File: src/rtl/uart_rx_param_if.sv
// uart_rx_param_if: receive-side output bundle of the parametrised UART receiver.
//   dout         received word, LSB first on the line
//   rx_done_tick one-cycle pulse when dout and the flags update
//   parity_err   parity mismatch in the last frame
//   frame_err    a stop bit sampled low in the last frame
//   break_det    last frame was all-zero, including parity and stop bits
// master: the receiver driving the bundle; slave: the downstream consumer.
interface uart_rx_param_if #(
  parameter int unsigned DATA_BITS = 8
);
  logic [DATA_BITS-1:0] dout;
  logic                 rx_done_tick;
  logic                 parity_err;
  logic                 frame_err;
  logic                 break_det;

  modport master (
    output dout,
    output rx_done_tick,
    output parity_err,
    output frame_err,
    output break_det
  );

  modport slave (
    input dout,
    input rx_done_tick,
    input parity_err,
    input frame_err,
    input break_det
  );
endinterface

File: src/rtl/uart_rx_param.sv
// uart_rx_param: parametrised UART receiver with majority-vote sampling.
//   clk     system clock
//   reset   asynchronous, active-high reset
//   s_tick  oversampling strobe, one clk wide, OVERSAMPLE pulses per bit
//   rx      asynchronous serial line, idle high
//   rx_out  word and status bundle (dout, rx_done_tick, parity_err, frame_err, break_det)
// Each bit is sampled at the three ticks around mid-bit and resolved by majority vote.
// The final stop bit ends the frame at mid-bit so IDLE re-arms half a bit early.
module uart_rx_param #(
  parameter int unsigned DATA_BITS  = 8,
  parameter int unsigned OVERSAMPLE = 16,
  parameter int unsigned PARITY_EN  = 0,
  parameter int unsigned PARITY_ODD = 0,
  parameter int unsigned STOP_BITS  = 1
) (
  input  logic            clk,
  input  logic            reset,
  input  logic            s_tick,
  input  logic            rx,
  uart_rx_param_if.master rx_out
);

  localparam int unsigned CntW = $clog2(OVERSAMPLE);
  localparam int unsigned IdxW = $clog2(DATA_BITS);
  localparam int unsigned Half = OVERSAMPLE / 2;

  localparam logic [CntW-1:0] CntPre  = CntW'(Half - 1);
  localparam logic [CntW-1:0] CntMid  = CntW'(Half);
  localparam logic [CntW-1:0] CntRes  = CntW'(Half + 1);
  localparam logic [CntW-1:0] CntLast = CntW'(OVERSAMPLE - 1);
  localparam logic [IdxW-1:0] IdxLast = IdxW'(DATA_BITS - 1);
  localparam logic            StopLast = 1'(STOP_BITS - 1);
  localparam logic            ParEn    = (PARITY_EN != 0);
  localparam logic            ParOdd   = (PARITY_ODD != 0);

  typedef enum logic [2:0] {
    StIdle,
    StStart,
    StData,
    StParity,
    StStop,
    StBrkWait
  } state_e;

  // Synchroniser
  logic rx_meta_q;
  logic rx_s_q;

  // Frame datapath and control
  state_e               state_q;
  logic [CntW-1:0]      cnt_q;
  logic [IdxW-1:0]      idx_q;
  logic                 stop_idx_q;
  logic [1:0]           samp_q;
  logic [DATA_BITS-1:0] shreg_q;
  logic                 par_bit_q;
  logic                 ferr_pend_q;
  logic                 stop_low_q;

  // Registered outputs
  logic [DATA_BITS-1:0] dout_q;
  logic                 done_q;
  logic                 perr_q;
  logic                 ferr_q;
  logic                 brk_q;

  logic maj;
  logic frame_perr;
  logic frame_ferr;
  logic frame_brk;

  // Resets to the idle level so a reset release never looks like a start edge.
  always_ff @(posedge clk or posedge reset) begin
    if (reset) begin
      rx_meta_q <= 1'b1;
      rx_s_q    <= 1'b1;
    end else begin
      rx_meta_q <= rx;
      rx_s_q    <= rx_meta_q;
    end
  end

  // The third vote is the live synchronised sample at the resolve tick.
  always_comb begin
    maj = (samp_q[0] & samp_q[1]) | (samp_q[0] & rx_s_q) | (samp_q[1] & rx_s_q);
  end

  // Frame-end results; only consumed on the resolve tick of the final stop bit.
  always_comb begin
    frame_perr = ParEn & ((^shreg_q ^ par_bit_q) != ParOdd);
    frame_ferr = ferr_pend_q | ~maj;
    // par_bit_q stays 0 when parity is disabled.
    frame_brk  = (shreg_q == '0) & ~par_bit_q & stop_low_q & ~maj;
  end

  always_ff @(posedge clk or posedge reset) begin
    if (reset) begin
      state_q     <= StIdle;
      cnt_q       <= '0;
      idx_q       <= '0;
      stop_idx_q  <= 1'b0;
      samp_q      <= '0;
      shreg_q     <= '0;
      par_bit_q   <= 1'b0;
      ferr_pend_q <= 1'b0;
      stop_low_q  <= 1'b0;
      dout_q      <= '0;
      done_q      <= 1'b0;
      perr_q      <= 1'b0;
      ferr_q      <= 1'b0;
      brk_q       <= 1'b0;
    end else begin
      done_q <= 1'b0;
      if (s_tick) begin
        if (cnt_q == CntPre) samp_q[0] <= rx_s_q;
        if (cnt_q == CntMid) samp_q[1] <= rx_s_q;
        unique case (state_q)
          StIdle: begin
            if (!rx_s_q) begin
              state_q     <= StStart;
              cnt_q       <= '0;
              par_bit_q   <= 1'b0;
              ferr_pend_q <= 1'b0;
              stop_low_q  <= 1'b1;
            end
          end
          StStart: begin
            if (cnt_q == CntRes && maj) begin
              // Line back high at mid start bit: treat as a glitch.
              state_q <= StIdle;
            end else if (cnt_q == CntLast) begin
              state_q <= StData;
              cnt_q   <= '0;
              idx_q   <= '0;
            end else begin
              cnt_q <= cnt_q + 1'b1;
            end
          end
          StData: begin
            if (cnt_q == CntRes) shreg_q <= {maj, shreg_q[DATA_BITS-1:1]};
            if (cnt_q == CntLast) begin
              cnt_q <= '0;
              if (idx_q == IdxLast) begin
                state_q    <= ParEn ? StParity : StStop;
                stop_idx_q <= 1'b0;
              end else begin
                idx_q <= idx_q + 1'b1;
              end
            end else begin
              cnt_q <= cnt_q + 1'b1;
            end
          end
          StParity: begin
            if (cnt_q == CntRes) par_bit_q <= maj;
            if (cnt_q == CntLast) begin
              state_q    <= StStop;
              stop_idx_q <= 1'b0;
              cnt_q      <= '0;
            end else begin
              cnt_q <= cnt_q + 1'b1;
            end
          end
          StStop: begin
            if (cnt_q == CntRes && stop_idx_q == StopLast) begin
              dout_q  <= shreg_q;
              perr_q  <= frame_perr;
              ferr_q  <= frame_ferr;
              brk_q   <= frame_brk;
              done_q  <= 1'b1;
              cnt_q   <= '0;
              // A low stop bit may be a held line; wait for it to go high first.
              state_q <= frame_ferr ? StBrkWait : StIdle;
            end else begin
              if (cnt_q == CntRes) begin
                ferr_pend_q <= ferr_pend_q | ~maj;
                stop_low_q  <= stop_low_q & ~maj;
              end
              if (cnt_q == CntLast) begin
                cnt_q      <= '0;
                stop_idx_q <= stop_idx_q + 1'b1;
              end else begin
                cnt_q <= cnt_q + 1'b1;
              end
            end
          end
          StBrkWait: begin
            if (rx_s_q) state_q <= StIdle;
          end
          default: state_q <= StIdle;
        endcase
      end
    end
  end

  assign rx_out.dout         = dout_q;
  assign rx_out.rx_done_tick = done_q;
  assign rx_out.parity_err   = perr_q;
  assign rx_out.frame_err    = ferr_q;
  assign rx_out.break_det    = brk_q;

endmodule
File: src/flat_wrapper.sv
// flat-port wrapper written by rule: the top's interface ports become plain ports
module uart_rx_param_flat 
#(
  parameter int unsigned DATA_BITS  = 8,
  parameter int unsigned OVERSAMPLE = 16,
  parameter int unsigned PARITY_EN  = 0,
  parameter int unsigned PARITY_ODD = 0,
  parameter int unsigned STOP_BITS  = 1
)
  (clk, reset, s_tick, rx, rx_out_dout, rx_out_rx_done_tick, rx_out_parity_err, rx_out_frame_err, rx_out_break_det);
  uart_rx_param_if #(.DATA_BITS(DATA_BITS)) rx_out_i ();
  input  logic clk;
  input  logic reset;
  input  logic s_tick;
  input  logic rx;
  output wire logic [$bits(rx_out_i.dout)-1:0] rx_out_dout;
  output wire logic [$bits(rx_out_i.rx_done_tick)-1:0] rx_out_rx_done_tick;
  output wire logic [$bits(rx_out_i.parity_err)-1:0] rx_out_parity_err;
  output wire logic [$bits(rx_out_i.frame_err)-1:0] rx_out_frame_err;
  output wire logic [$bits(rx_out_i.break_det)-1:0] rx_out_break_det;
  assign rx_out_dout = rx_out_i.dout;
  assign rx_out_rx_done_tick = rx_out_i.rx_done_tick;
  assign rx_out_parity_err = rx_out_i.parity_err;
  assign rx_out_frame_err = rx_out_i.frame_err;
  assign rx_out_break_det = rx_out_i.break_det;
  uart_rx_param #(.DATA_BITS(DATA_BITS), .OVERSAMPLE(OVERSAMPLE), .PARITY_EN(PARITY_EN), .PARITY_ODD(PARITY_ODD), .STOP_BITS(STOP_BITS)) u_core (.clk(clk), .reset(reset), .s_tick(s_tick), .rx(rx), .rx_out(rx_out_i));
endmodule
File: config.mk
export PLATFORM = sky130hd
export DESIGN_NAME = uart_rx_param_flat
export DESIGN_NICKNAME = d
export VERILOG_FILES = /design/src/rtl/uart_rx_param_if.sv /design/src/rtl/uart_rx_param.sv /design/src/flat_wrapper.sv
export SDC_FILE = /design/constraint.sdc
export NUM_CORES = 1
export LEC_CHECK = 0
export ABC_AREA = 1
export CAP_MARGIN = 30
export CORE_ASPECT_RATIO = 1.5
export CORE_UTILIZATION = 51
export CTS_BUF_LIST = sky130_fd_sc_hd__clkbuf_8 sky130_fd_sc_hd__clkbuf_16
export DETAILED_ROUTE_END_ITERATION = 12
export PLACE_DENSITY = 0.74
export SYNTH_ARGS = -nofsm -noshare
export SYNTH_HDL_FRONTEND = slang
export SYNTH_SLANG_ARGS = --single-unit
File: constraint.sdc
create_clock -name clk -period 1.4 [get_ports clk]
set_clock_uncertainty 0.1 [all_clocks]
set_input_delay 0.21 -clock clk [delete_from_list [all_inputs] [get_ports clk]]
set_output_delay 0.21 -clock clk [all_outputs]
set_load 0.02 [all_outputs]
### Yosys cells after proc, flatten, opt, wreduce, memory -nomap -nowiden

Cells that the tools add are included.

| word-level totals | value |
|---|---|
| output and inout port bits | 12 |
| word-level logic and storage cells | 115 |
| register bits | 37 |

| cells by class | value |
|---|---|
| reductions and logical operators | 20 |
| add/subtract/negate cells | 3 |
| multiplexer cells | 39 |
| equality and inequality tests | 24 |
| bitwise logic cells | 13 |

Operators with widths:

| operator | number |
|---|---|
| $mux 3 | 13 |
| $ne 2x1->1 const B | 9 |
| $pmux 3 s6 | 1 |
| $mux 4 | 4 |
| $pmux 4 s4 | 1 |
| $mux 1 | 15 |
| $eq 4x4->1 const B | 3 |
| $eq 3x3->1 const B | 3 |
| $logic_not 8->1 | 1 |
| $ne 2x2->1 const B | 4 |
| $reduce_and 4->1 | 2 |
| $reduce_and 8->1 | 1 |
| $and 1x1->1 | 7 |
| $reduce_and 7->1 | 1 |
| $eq 3x2->1 const B | 2 |
| $pmux 1 s2 | 3 |
| $pmux 3 s2 | 1 |
| $reduce_and 3->1 | 2 |
| $reduce_and 6->1 | 1 |
| $reduce_bool 2->1 | 3 |
| $reduce_and 5->1 | 1 |
| $add 4x1->4 const B | 1 |
| $eq 4x3->1 const B | 1 |
| $reduce_and 2->1 | 2 |
| 12 further kinds | 17 |

### Depth between registers and ports, before layout

| depth | value |
|---|---|
| depth after elaboration | 8 |
| gate-level depth with buffers | 9 |
| mapped depth without buffers | 9 |

### Worst setup path before layout

OpenSTA, ideal clock, no wires.

| timing | value |
|---|---|
| kind | flip-flop to flip-flop |
| start point | register u_core.cnt_q[1] |
| end point | register u_core.dout_q[3] (netlist: u_core.rx_out.dout[3]) |
| path slack | -0.145 ns |
| arrival | 1.324 ns |
| stages on the path, launching flop included | 9 |
| buffers on the path | 1 |
| cells stage by stage | dfrtp_1 > inv_1 > ha_1 > inv_1 > nor2_2 > nand4_2 > buf_6 > nand2_1 > o21ai_2 |

| between the ends | value |
|---|---|
| longest elaborated chain between the ends | 3 |

Ends and longest elaborated chain:

| what | line | text |
|---|---|---|
| start, declared | uart_rx_param.sv:51 | `logic [CntW-1:0] cnt_q;` |
| start signal, assigned | uart_rx_param.sv:136 | `cnt_q <= cnt_q + 1'b1;` |
| start signal, assigned | uart_rx_param.sv:150 | `cnt_q <= cnt_q + 1'b1;` |
| start signal, assigned | uart_rx_param.sv:160 | `cnt_q <= cnt_q + 1'b1;` |
| $eq 4x4->1 | uart_rx_param.sv:164 | `if (cnt_q == CntRes && stop_idx_q == StopLast) begin` |
| $logic_and 1x1->1 | uart_rx_param.sv:164 |  |
| $reduce_and 3->1 (no line) | -- |  |
| end signal, assigned | uart_rx_param.sv:165 | `dout_q <= shreg_q;` |
| end, declared | uart_rx_param.sv:61 | `logic [DATA_BITS-1:0] dout_q;` |

Every way passes these cells.
A chain may end at the register's enable or synchronous reset.

### Final worst setup path

| timing | value |
|---|---|
| start point | register u_core.cnt_q[1] |
| end point | register u_core.stop_idx_q |

| between the ends | value |
|---|---|
| longest elaborated chain between the ends | 4 |
| elaborated cells between the ends (all ways) | 8 |
| those cells by class | 6 x eq/ne; 2 x reduce/logical |

Ends and longest elaborated chain:

| what | line | text |
|---|---|---|
| $eq 4x4->1 | uart_rx_param.sv:164 |  |
| $logic_and 1x1->1 | uart_rx_param.sv:164 |  |
| $ne 2x2->1 (no line) | -- |  |
| $reduce_and 7->1 (no line) (*) | -- |  |
| end signal, assigned | uart_rx_param.sv:180 | `stop_idx_q <= stop_idx_q + 1'b1;` |
| end, declared | uart_rx_param.sv:53 | `logic stop_idx_q;` |

Every way passes the cells marked *; elsewhere a longest branch is shown, timed or not.

==> out/metrics.cfg <==
[setup_path]
path_buf_inv=2
worstPathMaxFanout=8
cp_top_family=flip-flops
cpMostUsedCell=nand2_1
cp_slowest_stage_delay_ns=0.39
arrival_ns=1.82
startpoint_type=flop
crit_chain=buf_6, ha_4, nand3_4, buf_4, o21ai_0, nand2_1, nand2_1, nand2_1
worstSetupPathType=flop to flop
cp_slowest_cell=dfrtp_1
cp.required_ns=1.48
critPathCaptureType=flop

[layout]
fin_cells=351
register_area_um2=932.1
post-route-util=0.8035
antenna_cells=0
multi_input_comb_area_um2=1170
design_area_um2=2932
fillers=223
nets=316
drive_gt1_frac=0.4675
area_delta_synth_final_pct=50.38

[global_route]
grt_pass1_wl_mm=8.569
grt_max_degree=38
grt.overflow.total=0
antenna_found_initial=0
grt_use_total=0.2879
grt_pass1_vias=1961

[clock_network]
cts_max_level=2
cts_inserted_buffers=5
cts_buffer_depth=2
clkTransAtPathRegs_ns=0.07
clock_latency_ns=0.29
cts_tree=done
hold_buffers=0
cts-root-buf=clkbuf_8
clock-sinks=37

[placed_design]
place_area_um2=2452
portBuffers=14
hpwl_mm=3.232
placedCellCount=326
gp_congestion=0.8917

[drt]
ant_nets=0
viasPerCell=5.444
detail_route.drc_violations=0
drt_pass1_iterations=4
wl_mm=5.599
vias=1911
drt_iter0_drc=93
avgRoutedWirePerCell_um=15.95

[logic_synthesis]
ys_ff_latch=37
synth_cell_types=24
synthFlopType=dfrtp_1
synth_top_cell_by_area=dfrtp_1
yosysSeqAreaShare=0.4763
synth.area.top_cells=dfrtp_1 45%, nand2_1 15%, o21ai_2 6.3%
synth_top_area_share=0.4493
netlist_area_um2=1949
ys_warn_count=0
syn_area_per_cell_um2=8.156
synthesis.nets=248
synth_edf_count=0
synth_cells=239
async_reset_ff_frac=1.000

[sta]
fmax_ghz=0.5752
period_share=1.242
min_period_ns=1.739
slew_viol_final=0
finalSetupViolCount=32
rsz0062_at_grt=yes
worst_slack_ns=-0.3387
finalHoldViolCount=0
holdWs_ns=0.1573

[outcome]
status=finished, violations left
violations=setup timing

[power_and_ir_drop]
p_leak_uw=0.001396
powerDensity_nw_per_um2=1397
ir_drop_uv=1159

[worst_hold_path]
hp-class=primary input to async pin

[die]
die_area_um2=4079
start_util=0.5343
fp.dieW_um=52.48
ios=16
core_area_um2=3649
dieHeight_um=77.72
fp-row-count=27

[job]
drv_cap=0

## power breakdown
| group | switching (µW) | leakage [µW] | internal, µW | total [µW] |
|---|---|---|---|---|
| registers | 179 | 0.000489 | 1230 | 1410 |
| clock network | 378 | 0.0000491 | 338 | 715 |
| logic | 1120 | 0.000858 | 848 | 1970 |
## logic make-up (layout without fill, tap and decap cells)
kind of cell / count (synthesis) / count (layout) / synth area share
compound gates: 37 / 37 / 0.1277
buf+inv: 33 / 101 / 0.07317
flops: 37 / 37 / 0.4763
other cells: 1 / 1 / 0.001924
fa+ha+maj: 5 / 5 / 0.03209
simple gates: 126 / 127 / 0.2888
## worst reg2reg max path, delay by kind of cell (launching register included)
kind	cells	cell delay [ns]
AOI/OAI and AO/OA	1	0.32
adders and majority gates	1	0.15
buffers and inverters	2	0.30
DFF	1	0.39
and+or+nand+nor	4	0.37
## synthesized netlist by cell type (2+ instances only)
library cell  count
inv_2             4
nand2_2           3
ha_1              5
nor2_2            5
o21ai_0          11
o21ai_1           2
a21oi_2           3
nand2_1          76
inv_1            26
nor2_1           15
a21oi_1           7
nand4_1           8
buf_6             2
dfstp_2           2
dfrtp_1          35
nand3_1          14
o21ai_2          14
## routing by layer
layer | global-route usage | vias up | wire [µm] | part of all wire
met4 | 0.1579 | 0 | 316 | 0.056
met5 | 0 | - | 0 | 0
li1 | - | 902 | - | -
met3 | 0.05098 | 26 | 161 | 0.029
met2 | 0.5392 | 64 | 3174 | 0.57
met1 | 0.2759 | 919 | 1946 | 0.35
## sequential cells by signal (all words and copies together) (netlist names)
signal / cells
u_core.rx_out.dout: 8
u_core.ferr_pend_q: 1
u_core.rx_out.rx_done_tick: 1
u_core.samp_q: 2
u_core.state_q: 3
u_core.stop_idx_q: 1
u_core.par_bit_q: 1
u_core.rx_s_q: 1
u_core.shreg_q: 8
u_core.rx_out.frame_err: 1
u_core.stop_low_q: 1
u_core.cnt_q: 4
u_core.idx_q: 3
u_core.rx_out.break_det: 1
u_core.rx_meta_q: 1
## through the flow
| step | setup TNS [ns] | setup slack, ns | power [µW] |
|---|---|---|---|
| after global placement | -4.816 | -0.2003 | 2781 |
| final | -5.717 | -0.3387 | 4094 |
| after global routing | -7.343 | -0.3809 | 4325 |
| after floorplan | -0.3016 | -0.02461 | 2207 |
| after CTS | -3.684 | -0.1577 | 3832 |
| after detailed placement | -5.633 | -0.2349 | 2818 |
## cells in the final DEF (no fill, tap or decap), types with 2 or more instances in the layout
cell	Yosys	layout
nand2_1	76	50
buf_4	1	40
dfrtp_1	35	32
nand2_2	3	23
inv_1	26	22
o21ai_2	14	14
nor2_1	15	10
dlygate4sd2_1	0	10
nand3_1	14	9
inv_2	4	8
nand4_1	8	8
nor2_4	1	7
o21ai_1	2	7
o21ai_0	11	6
a21oi_2	3	6
nand2_4	0	5
clkbuf_8	0	5
nor2_2	5	4
buf_6	2	4
buf_12	0	4
nand3_4	0	3
a21oi_1	7	3
nand3_2	1	3
ha_4	0	3
clkdlybuf4s50_1	0	3
dfrtp_2	0	3
nand2_8	0	2
clkinv_2	0	2
dfstp_2	2	2
## layout make-up
| cell class | instances | share of cell area |
|---|---|---|
| inverters | 30 | 0.03927 |
| well taps | 43 | 0.01835 |
| repair buffers | 63 | 0.1972 |
| clock buffers | 5 | 0.02347 |
| multi-input cells | 170 | 0.3991 |
| flip-flops and latches | 37 | 0.3180 |
| clock inverters | 3 | 0.004695 |
## path summary, 6_finish.rpt
| path | start | endpoint | slack, ns | cells past startpoint |
|---|---|---|---|---|
| max in group asynchronous | reset | u_core.rx_meta_q | 0.79 | 3 |
| min reg2reg | u_core.rx_meta_q | u_core.rx_s_q | 0.26 | 0 |
| min in group clk | rx | u_core.rx_meta_q | 0.23 | 1 |
| min | reset | u_core.rx_out.dout[6] | 0.16 | 3 |
| max | u_core.cnt_q[1] | u_core.stop_idx_q | -0.34 | 8 |
| max reg2reg | u_core.cnt_q[1] | u_core.stop_idx_q | -0.34 | 8 |
## what timing repair did
action / in CTS / in global routing
pin swaps: 23 / 13
buffers inserted: 11 / 4
setup endpoints to repair: 44 / 35
resized for setup: 51 / 34
cloned: 2 / 0
(Power assumes the default switching activity.)
